===== src/rtl/imem_load_ctrl_if.sv =====
// Loader word stream plus instruction-memory write/read port shared by the
// load controller (slave) and the loader/memory side (master).
interface imem_load_ctrl_if #(
    parameter int ADDR_W = 6,
    parameter int DATA_W = 32
);
    logic              ld_valid;
    logic [DATA_W-1:0] ld_data;
    logic              ld_ready;
    logic [ADDR_W-1:0] mem_addr;
    logic              mem_we;
    logic [DATA_W-1:0] mem_wdata;

    modport master (
        output ld_valid,
        output ld_data,
        input  ld_ready,
        input  mem_addr,
        input  mem_we,
        input  mem_wdata
    );

    modport slave (
        input  ld_valid,
        input  ld_data,
        output ld_ready,
        output mem_addr,
        output mem_we,
        output mem_wdata
    );
endinterface


===== src/rtl/imem_load_ctrl.sv =====
// Instruction memory load sequencer: stalls the CPU while a program is streamed
// into words 0..len-1, then pulses a PC clear and lets the CPU run.
// Optional running XOR checksum of loaded words: define IMEM_CHECKSUM_EN.
module imem_load_ctrl #(
    parameter int ADDR_W = 6,
    parameter int DATA_W = 32
) (
    input  logic              clk,
    input  logic              rst_n,
    input  logic              load_start,
    input  logic [ADDR_W:0]   load_len,
    input  logic [ADDR_W-1:0] cpu_pc_word,
    imem_load_ctrl_if.slave   bus,
    output logic              cpu_stall,
    output logic              cpu_pc_clr,
    output logic              load_done,
    output logic [1:0]        state,
    output logic [DATA_W-1:0] checksum
);
    typedef enum logic [1:0] {
        ST_IDLE  = 2'd0,
        ST_LOAD  = 2'd1,
        ST_FLUSH = 2'd2,
        ST_RUN   = 2'd3
    } state_t;

    localparam int            DEPTH     = 1 << ADDR_W;
    localparam logic [ADDR_W:0] DEPTH_LEN = DEPTH[ADDR_W:0];
    localparam logic [ADDR_W:0] ONE_LEN   = {{ADDR_W{1'b0}}, 1'b1};

    state_t            state_reg;
    logic [ADDR_W-1:0] wr_ptr_reg;
    logic [ADDR_W:0]   remaining_reg;
    logic [ADDR_W:0]   len_clamped;
    logic              start_accept;
    logic              xfer;

    // Lengths beyond the memory depth are silently clamped so wr_ptr never wraps.
    assign len_clamped  = (load_len > DEPTH_LEN) ? DEPTH_LEN : load_len;
    assign start_accept = load_start && ((state_reg == ST_IDLE) || (state_reg == ST_RUN));
    assign xfer         = bus.ld_valid && bus.ld_ready;

    assign bus.ld_ready  = (state_reg == ST_LOAD);
    assign bus.mem_we    = xfer;
    assign bus.mem_wdata = bus.ld_data;
    assign bus.mem_addr  = (state_reg == ST_LOAD) ? wr_ptr_reg : cpu_pc_word;
    assign cpu_stall     = (state_reg != ST_RUN);
    assign cpu_pc_clr    = (state_reg == ST_FLUSH);
    assign load_done     = (state_reg == ST_FLUSH);
    assign state         = state_reg;

    always_ff @(posedge clk or negedge rst_n) begin
        if (!rst_n) begin
            state_reg     <= ST_IDLE;
            wr_ptr_reg    <= '0;
            remaining_reg <= '0;
        end else begin
            case (state_reg)
                ST_IDLE, ST_RUN: begin
                    if (start_accept) begin
                        wr_ptr_reg    <= '0;
                        remaining_reg <= len_clamped;
                        state_reg     <= (len_clamped != '0) ? ST_LOAD : ST_FLUSH;
                    end
                end
                ST_LOAD: begin
                    if (xfer) begin
                        wr_ptr_reg    <= wr_ptr_reg + 1'b1;
                        remaining_reg <= remaining_reg - ONE_LEN;
                        if (remaining_reg == ONE_LEN) begin
                            state_reg <= ST_FLUSH;
                        end
                    end
                end
                ST_FLUSH: state_reg <= ST_RUN;
                default:  state_reg <= ST_IDLE;
            endcase
        end
    end

`ifdef IMEM_CHECKSUM_EN
    logic [DATA_W-1:0] checksum_reg;

    always_ff @(posedge clk or negedge rst_n) begin
        if (!rst_n) begin
            checksum_reg <= '0;
        end else if (start_accept) begin
            checksum_reg <= '0;
        end else if (xfer) begin
            checksum_reg <= checksum_reg ^ bus.ld_data;
        end
    end

    assign checksum = checksum_reg;
`else
    assign checksum = '0;
`endif

endmodule

===== src/flat_wrapper.sv =====
// flat-port wrapper written by rule: the top's interface ports become plain ports
module imem_load_ctrl_flat 
#(
    parameter int ADDR_W = 6,
    parameter int DATA_W = 32
)
  (clk, rst_n, load_start, load_len, cpu_pc_word, cpu_stall, cpu_pc_clr, load_done, state, checksum, bus_ld_valid, bus_ld_data, bus_ld_ready, bus_mem_addr, bus_mem_we, bus_mem_wdata);
  imem_load_ctrl_if #(.ADDR_W(ADDR_W), .DATA_W(DATA_W)) bus_i ();
  input  logic clk;
  input  logic rst_n;
  input  logic load_start;
  input  logic [ADDR_W:0] load_len;
  input  logic [ADDR_W-1:0] cpu_pc_word;
  output logic cpu_stall;
  output logic cpu_pc_clr;
  output logic load_done;
  output logic [1:0] state;
  output logic [DATA_W-1:0] checksum;
  input wire logic [$bits(bus_i.ld_valid)-1:0] bus_ld_valid;
  input wire logic [$bits(bus_i.ld_data)-1:0] bus_ld_data;
  output wire logic [$bits(bus_i.ld_ready)-1:0] bus_ld_ready;
  output wire logic [$bits(bus_i.mem_addr)-1:0] bus_mem_addr;
  output wire logic [$bits(bus_i.mem_we)-1:0] bus_mem_we;
  output wire logic [$bits(bus_i.mem_wdata)-1:0] bus_mem_wdata;
  assign bus_i.ld_valid = bus_ld_valid;
  assign bus_i.ld_data = bus_ld_data;
  assign bus_ld_ready = bus_i.ld_ready;
  assign bus_mem_addr = bus_i.mem_addr;
  assign bus_mem_we = bus_i.mem_we;
  assign bus_mem_wdata = bus_i.mem_wdata;
  imem_load_ctrl #(.ADDR_W(ADDR_W), .DATA_W(DATA_W)) u_core (.clk(clk), .rst_n(rst_n), .load_start(load_start), .load_len(load_len), .cpu_pc_word(cpu_pc_word), .bus(bus_i), .cpu_stall(cpu_stall), .cpu_pc_clr(cpu_pc_clr), .load_done(load_done), .state(state), .checksum(checksum));
endmodule

===== config.mk =====
export PLATFORM = sky130hd
export DESIGN_NAME = imem_load_ctrl_flat
export DESIGN_NICKNAME = d
export VERILOG_FILES = /design/src/rtl/imem_load_ctrl_if.sv /design/src/rtl/imem_load_ctrl.sv /design/src/flat_wrapper.sv
export SDC_FILE = /design/constraint.sdc
export NUM_CORES = 1
export LEC_CHECK = 0
export BUFFER_PORTS_ARGS = -buffer_cell sky130_fd_sc_hd__buf_2
export CELL_PAD_IN_SITES_DETAIL_PLACEMENT = 1
export CELL_PAD_IN_SITES_GLOBAL_PLACEMENT = 1
export CORE_MARGIN = 2
export CORE_UTILIZATION = 26
export DETAILED_ROUTE_END_ITERATION = 16
export GPL_TIMING_DRIVEN = 1
export MAX_ROUTING_LAYER = met4
export PLACE_DENSITY_LB_ADDON = 0.05
export REMOVE_ABC_BUFFERS = 1
export SYNTH_ARGS = -nofsm -noshare
export SYNTH_HDL_FRONTEND = slang
export SYNTH_SLANG_ARGS = --single-unit

===== constraint.sdc =====
create_clock -name clk -period 2.7 [get_ports clk]
set_input_delay 0.135 -clock clk [delete_from_list [all_inputs] [get_ports clk]]
set_output_delay 0.135 -clock clk [all_outputs]
set_load 0.02 [all_outputs]

# Yosys cells after proc, flatten, opt, wreduce, memory -nomap -nowiden
# Index checks and enable logic that the tools add are counted.
# word_totals
ramBits	0
n_memories	0
latch_bits	0
word_cells	36
reg_bits	15
inputBits	49
rom_bits	0
# op_classes
bitwise	0
n_addsub	2
div_mod_pow	0
n_shift	0
magnitude_cmp	1
n_reduce_logical	9
eq_ne	8
mul	0
n_mux	13
# ops
op	n
$mux 7	3
$mux 6	3
$pmux 7 s2	1
$pmux 6 s2	1
$mux 2	4
$eq 7x1->1 const B	1
$gt 7x7->1 const B	1
$reduce_bool 7->1	1
$sub 7x1->7 const B	1
$add 6x1->6 const B	1
$ne 2x2->1 const B	3
$pmux 2 s3	1
$reduce_and 3->1	2
$eq 2x2->1 const B	2
$eq 2x1->1 const B	1
$logic_and 1x1->1	2
$logic_not 2->1	1
$ne 2x1->1 const B	1
$reduce_bool 2->1	1
$reduce_or 2->1	1
$logic_or 1x1->1	1

# Logic depth before layout (Yosys ltp)
# Gate-level depths: netlist of run 1.
# logic_depth
word_depth	6
ltp_mapped	8

# Least setup slack after synthesis of run 1
# Ideal clock, no wire load.
# synth_timing
path_kind	register to register
startpoint	register u_core.state_reg[0] (netlist: u_core.state[0])
endpoint	register u_core.remaining_reg[4]
path_buffers	1
setup_time_ns	0.070
t_required_ns	2.631
path_stages_with_launch	8
slack_ns	0.600
arrival_time_ns	2.031
path_cell_list	dfrtp_1 -> inv_1 -> ha_1 -> nor2b_4 -> buf_6 -> or3_4 -> or4_1 -> nand3_1
# synth_between
elab_chain_len	5
elab_cells_between_ends	12
classes_between	eq/ne: 4; mux: 1; reduce/logical: 7
# synth_lines
element	line_no	rtl
start: declaration	imem_load_ctrl.sv:31	state_t state_reg;
start signal: assignment	imem_load_ctrl.sv:63	state_reg <= (len_clamped != '0) ? ST_LOAD : ST_FLUSH;
$eq 2x2->1 or $logic_not 2->1 (tied branches)	imem_load_ctrl.sv:40, imem_load_ctrl.sv:58	
$logic_or 1x1->1	imem_load_ctrl.sv:40	assign start_accept = load_start && ((state_reg == ST_IDLE) || (state_reg == ST_RUN));
$logic_and 1x1->1	imem_load_ctrl.sv:40	
$ne 2x1->1 (no source line)	--	
$reduce_and 3->1 (no source line)	--	
end signal: assignment	imem_load_ctrl.sv:62	remaining_reg <= len_clamped;
end signal: assignment	imem_load_ctrl.sv:69	remaining_reg <= remaining_reg - ONE_LEN;
end: declaration	imem_load_ctrl.sv:33	logic [ADDR_W:0] remaining_reg;
# Parallel ways exist; a longest one is shown, timed or not.
# A chain may end at the register's enable or synchronous reset.

# Final worst setup path of run 1
# Same ends and word-level chain as after synthesis.

==> results.cfg, run 1 <==
[clock_network]
cts_buffer_depth = 2
postCtsSetupBuffers = 0
cts_tree = yes
htreeDepth = 1
clock-sinks = 15
clock_latency_ns = 0.25
clkTransAtPathRegs_ns = 0.07
cts_root_buf = clkbuf_8
numCtsBuffers = 3

[placed_design]
gp_congestion = 0.716
hpwl_mm = 3.50
io_buffers = 29

[synth]
ys_ff_latch = 15
syn_inst = 184
synthDistinctLibCells = 35
synth_warnings = 0
netlist_area_sq_um = 1540
synth_edf_count = 0
synth-main-ff-cell = dfrtp_1
ys_seq_area_share_pct = 24.4
synthArstFlopShare_pct = 100
avgSynthCellArea_sq_um = 8.38

[cells_and_area]
fill_cells = 742
multi_input_area_sq_um = 716
num_antenna_cells = 0
drive_above_1_share_pct = 26.5
nNetsFinal = 237
largest_register_ffs = 7
mostFrequentLayoutCell = conb_1
final-seq-area_sq_um = 375
area_delta_synth_final_pct = -6.98
final_cell_mix = conb_1 (32), buf_2 (29), nand2_1 (15), dfrtp_1 (15)

[grt]
grt_pass1_wl_mm = 6.69
grt_max_degree = 24
overflow = 0
grtUsageTotal_pct = 14.6
grt_pass1_vias = 1151
antenna_found_initial = 0

[power_and_ir_drop]
powerDensity_nw_per_um2 = 1130
pwr-share-clk_pct = 11.9
peakVddDrop_mv = 0.269
switching_share_pct = 49.9
p_sw_uw = 806
pwr-share-seq_pct = 25.0
p_int_uw = 809
power_leakage_nw = 0.696
combinationalPowerShare_pct = 63.1

[floorplan]
core_sq_um = 5820
die_y_microns = 81
die_area_sq_um = 6560
io_pins = 126
chipWidth_microns = 81
start_util_pct = 26.5
rows = 28

[setup_path]
timing_worst_setup_path_type = flip-flop to flip-flop
cp_slowest_cell = or4_1
crit-reg2reg-launch = u_core.state[0]
r2r-end = u_core.remaining_reg[4]
path_cells = inv_1 > ha_1 > nor2b_4 > or3_4 > or4_1 > nand3_1
reg2reg_depth = 6
slowest_delay_ns = 0.50
r2r_setup_slack_ns = 0.62
cp_data_arrival_time_ns = 2.27
required_ns = 2.89
critPathLaunchType = flip-flop
worstPathMaxFanout = 12
cp-end-kind = flip-flop

[detailed_routing]
drc_errors = 0
num_vias = 1114
postRouteAntennaNets = 0
drt_iter0_drc = 25
first_pass_iters = 4
finalWirelength_mm = 4.45
avgViaCountPerCell = 4.35
wl_per_cell_microns = 17.4

[sta]
setup_tns_ns = 0
finalSetupViolCount = 0
whs_ns = 0.152
max-slew-margin-rel_pct = 61.6
rsz0062_at_grt = false
fin_crit_sh_pct = 77.1
min_period_ns = 2.08
drv_slew = 0
worstMarginPinSlew_ns = 0.570
hold_viol_final = 0
clock_skew_ns = 0.00243
max_freq_mhz = 480

[hold_path]
hold_class = primary input to flip-flop
hp-start = load_len[4]
whs_endpoint = u_core.remaining_reg[4]
whs_path_depth = 3

[run_status]
status = finished, final reports clean

[job]
max_cap_violations = 0
## worst max path at each step
stage	startpoint	endpoint	slack, ns	cells past startpoint
2_1_floorplan	u_core.state[1]	u_core.remaining_reg[5]	0.34	6
3_3_place_gp	u_core.state[0]	u_core.remaining_reg[4]	0.69	6
3_5_place_dp	u_core.state[0]	u_core.remaining_reg[4]	0.60	6
4_1_cts	u_core.state[0]	u_core.remaining_reg[4]	0.59	6
5_1_grt	u_core.state[0]	u_core.remaining_reg[4]	0.50	6
6_report	u_core.state[0]	u_core.remaining_reg[4]	0.62	6
## area by class of cell
type	count	area share [%]
clock buffer	4	3.14
sequential	15	26.2
inverter	9	2.36
multi-input combinational	121	49.9
timing repair buffer	32	11.9
tap	75	6.54
## metal layers
layer	routed length [microns]	part of all wire [%]	vias to the layer above	GRT usage, %
met2	1810	41	73	18.1
met3	586	13	2	8.89
li1	-	-	512	-
met1	2040	46	527	19.7
met5	0	0	-	-
met4	16	0.36	0	3.56
## per-stage QoR
stage	power (mW)	setup WS [ns]	instance area, sq um	utilization, %	instances
after global routing	1.78	0.503	1430	24.7	256
after detailed placement	1.45	0.600	1380	23.7	251
after global placement	1.43	0.690	1380	23.7	251
after floorplan	1.12	0.338	1120	-	145
after CTS	1.66	0.587	1430	24.7	256
final	1.61	0.618	1430	24.7	256
## synth_stat cells, types with 2 or more instances
library cell  number  area [sq um]
nor2_1             9          33.8
mux2_2             7          78.8
inv_1              9          33.8
or4_1              2          15.0
o21ai_0            8          40.0
nand4b_1           3          26.3
a21oi_1            3          15.0
dfrtp_1           15           375
buf_4             65           488
buf_6              2          22.5
o211ai_1           2          15.0
ha_1               6          75.1
a211oi_1           3          22.5
or2_2              2          12.5
xnor2_1            2          17.5
nor4_1             4          25.0
a32oi_1            2          17.5
nand3_1            4          20.0
nand2_1           15          56.3
nor3_1             6          30.0
## worst max-delay path, delay by kind of cell (launching register included)
family | cells | cell delay (ns)
simple gates | 4 | 1.21
buf+inv | 1 | 0.07
fa+ha+maj | 1 | 0.33
flops | 1 | 0.41
## power by group through the flow
| stage | Sequential, mW | Combinational, mW | Clock, mW |
|---|---|---|---|
| 2_1_floorplan | 0.401 | 0.719 | 0 |
| 5_1_grt | 0.422 | 1.15 | 0.216 |
| 4_1_cts | 0.405 | 1.05 | 0.204 |
| 3_3_place_gp | 0.404 | 1.03 | 0 |
| 3_5_place_dp | 0.411 | 1.04 | 0 |
| 6_report | 0.404 | 1.02 | 0.192 |
## kinds of logic after synthesis
group,synth area share (%)
AND/OR/NAND/NOR,18.1
AO/OA/AOI/OAI,9.42
other,0.243
XOR/XNOR,1.14
multiplexers,5.11
flip-flops,24.4
buffers and inverters,36.8
adder cells (fa/ha/maj),4.87
## timing repair
item / in CTS / in global routing
endpoints found under the hold margin: 15 / 0
hold buffers: 1 / 0
gates resized for setup: 0 / 0
(Power assumes the default switching activity.)
==> inputs of run 2 (changes only) <==
ABC_AREA = 1   (was not set)
CORE_UTILIZATION = 23   (was 26)
clock period = 1.7 ns   (was 2.7 ns; I/O delays follow)
==> run 2 against run 1 <==
Sequential share of layout area down 4.6 points. Largest power group unchanged. Combinational power increased by 120%. Synthesized cell count is 27% higher. Critical path type is now flip-flop to primary output. Largest cell class unchanged.
==> results.cfg, run 2 <==
[synth]
ys_seq_area_share_pct = 23.2
synth-main-ff-cell = dfrtp_1
syn_inst = 233
synth_top_area_share_pct = 30.2
yosysMostFrequentCell = buf_4
synth.area.top_cells = buf_4 (30%), dfrtp_1 (23%), nand2_1 (12%), inv_1 (6.0%), o21ai_0 (5.3%)
synthArstFlopShare_pct = 100
synth_area_leader_cell = buf_4
ys_ff_latch = 15
netlist_area_sq_um = 1620
synth_warnings = 0
synthDistinctLibCells = 20
yosys-top-cells-count = buf_4 (65), nand2_1 (51), inv_1 (26), o21ai_0 (17), dfrtp_1 (15)
avgSynthCellArea_sq_um = 6.94
synth_edf_count = 0

[sta]
drv_slew = 0
min_period_ns = 1.61
hold_viol_final = 0
finalSetupViolCount = 0
max_freq_mhz = 623
fin_crit_sh_pct = 94.5
clock_skew_ns = 0.00164
whs_ns = 0.163
setup_tns_ns = 0
rsz0062_at_grt = false

[clock_network]
htreeDepth = 1
numCtsBuffers = 3
cts_tree = yes
cts_buffer_depth = 2
cts_root_buf = clkbuf_8
clock-sinks = 15
clkTransAtPathRegs_ns = 0.07
clock_latency_ns = 0.25

[detailed_routing]
postRouteAntennaNets = 0
first_pass_iters = 4
num_vias = 1371
drc_errors = 0
wl_per_cell_microns = 15.5
drt_iter0_drc = 57
finalWirelength_mm = 5.26
avgViaCountPerCell = 4.03

[setup_path]
path_cells = ha_4 > buf_12 > inv_1 > buf_4 > nand2_1 > o21ai_0 > buf_2
reg2reg_depth = 9
required_ns = 1.62
r2r-end = u_core.wr_ptr_reg[2]
timing_worst_setup_path_type = flip-flop to primary output
cp.depth = 7
worstPathMaxFanout = 7
critPathLaunchType = flip-flop
cp_data_arrival_time_ns = 1.52
slowest_delay_ns = 0.44
startpoint = u_core.state[0]
crit_family = buffers and inverters
cp_slowest_cell = dfrtp_2
cp_num_buf_inv = 4
crit-reg2reg-launch = u_core.state[0]
r2r_setup_slack_ns = 0.11
cp-end-kind = primary output

[cells_and_area]
area_delta_synth_final_pct = 7.97
utilization_pct = 25.7
mostFrequentLayoutCell = nand2_1
final_cell_mix = nand2_1 (50), conb_1 (32), buf_2 (26)
final_area_sq_um = 1750
drive_above_1_share_pct = 24.2
fill_cells = 852
num_antenna_cells = 0
largest_register_ffs = 7
nNetsFinal = 300

[placed_design]
gp_congestion = 0.713
io_buffers = 29
dpl-instance-area_sq_um = 1540
hpwl_mm = 3.99

[power_and_ir_drop]
peakVddDrop_mv = 0.628
powerDensity_nw_per_um2 = 1850
power_leakage_nw = 0.955

[floorplan]
rows = 30
chipWidth_microns = 87.8
io_pins = 126
die_area_sq_um = 7710
core_sq_um = 6790
die_y_microns = 87.8
start_util_pct = 23.8

[grt]
overflow = 0
antenna_found_initial = 0
grt_pass1_vias = 1321
grtUsageTotal_pct = 14.2
grt_max_degree = 16
grt_pass1_wl_mm = 7.75

[hold_path]
whs_endpoint = u_core.remaining_reg[0]
whs_path_depth = 3
hold_class = primary input to flip-flop
hp-start = load_len[0]

[job]
max_cap_violations = 0

[run_status]
status = finished, final reports clean
-- run 2: changes by cell type in the layout (fill, tap and decap cells not counted), moves of 5 or more --
cell,delta
mux2_2,-7
nand2_1,+35
buf_4,+11
nand4_1,+7
nand3_1,+10
nor3_1,-5
inv_1,+16
-- run 2: timing repair --
| item | in CTS | in global routing |
|---|---|---|
| hold buffers | 1 | 0 |
| gates cloned | 1 | 1 |
| resized for setup | 3 | 14 |
| endpoints found under the setup margin | 6 | 18 |
| setup buffers | 1 | 5 |
| hold endpoints to repair | 15 | 0 |
| pin swaps | 0 | 1 |
-- run 2: routing by layer --
layer | share of wire (%) | GRT usage (%) | vias to the layer above
li1 | - | - | 654
met4 | 0.80 | 3.78 | 0
met1 | 46 | 18.4 | 614
met5 | 0 | - | -
met3 | 16 | 10.5 | 4
met2 | 37 | 16.9 | 99
-- run 2: power by group --
group          total [mW]  internal (mW)  switching (mW)
registers           0.633          0.493           0.140
clock network       0.320          0.167           0.153
logic                2.27          0.972            1.30
-- run 2: worst register-to-register path, stage by stage (launching register included) --
cell and delay [ns]:
dfrtp_2 0.44, ha_4 0.19, buf_12 0.12, buf_12 0.13, nand2_4 0.07, nand2_4 0.09
nor2_8 0.16, inv_4 0.08, o21ai_0 0.16, nor2_1 0.05
-- run 2: area by class of cell --
type	instances	area (sq um)	share of cell area (%)
clock buffers	4	45.0	2.58
inverters	27	104	5.95
well taps	96	120	6.88
flip-flops and latches	15	377	21.6
repair buffers	44	322	18.4
multi-input cells	154	778	44.6
-- run 2: worst max path at each step --
| stage | end |
|---|---|
| after floorplan | bus_mem_addr[0] |
| after global placement | u_core.state[1] |
| after detailed placement | u_core.wr_ptr_reg[2] |
| after CTS | bus_mem_addr[1] |
| after global routing | bus_mem_addr[4] |
| final | bus_mem_addr[5] |
-- run 2: cell families after synthesis --
| logic type | synth area share, % |
|---|---|
| DFF | 23.2 |
| other | 0.232 |
| AOI/OAI and AO/OA | 6.97 |
| buffers and inverters | 38.6 |
| and+or+nand+nor | 26.3 |
| adders and majority gates | 4.64 |
-- run 2: metrics by stage --
stage	std cells	total power [mW]	setup WS (ns)
4_1_cts	334	2.96	0.00330
6_report	340	3.22	0.0938
3_3_place_gp	327	2.48	0.119
2_1_floorplan	195	1.80	-0.450
3_5_place_dp	327	2.46	0.111
5_1_grt	340	3.55	0.0151
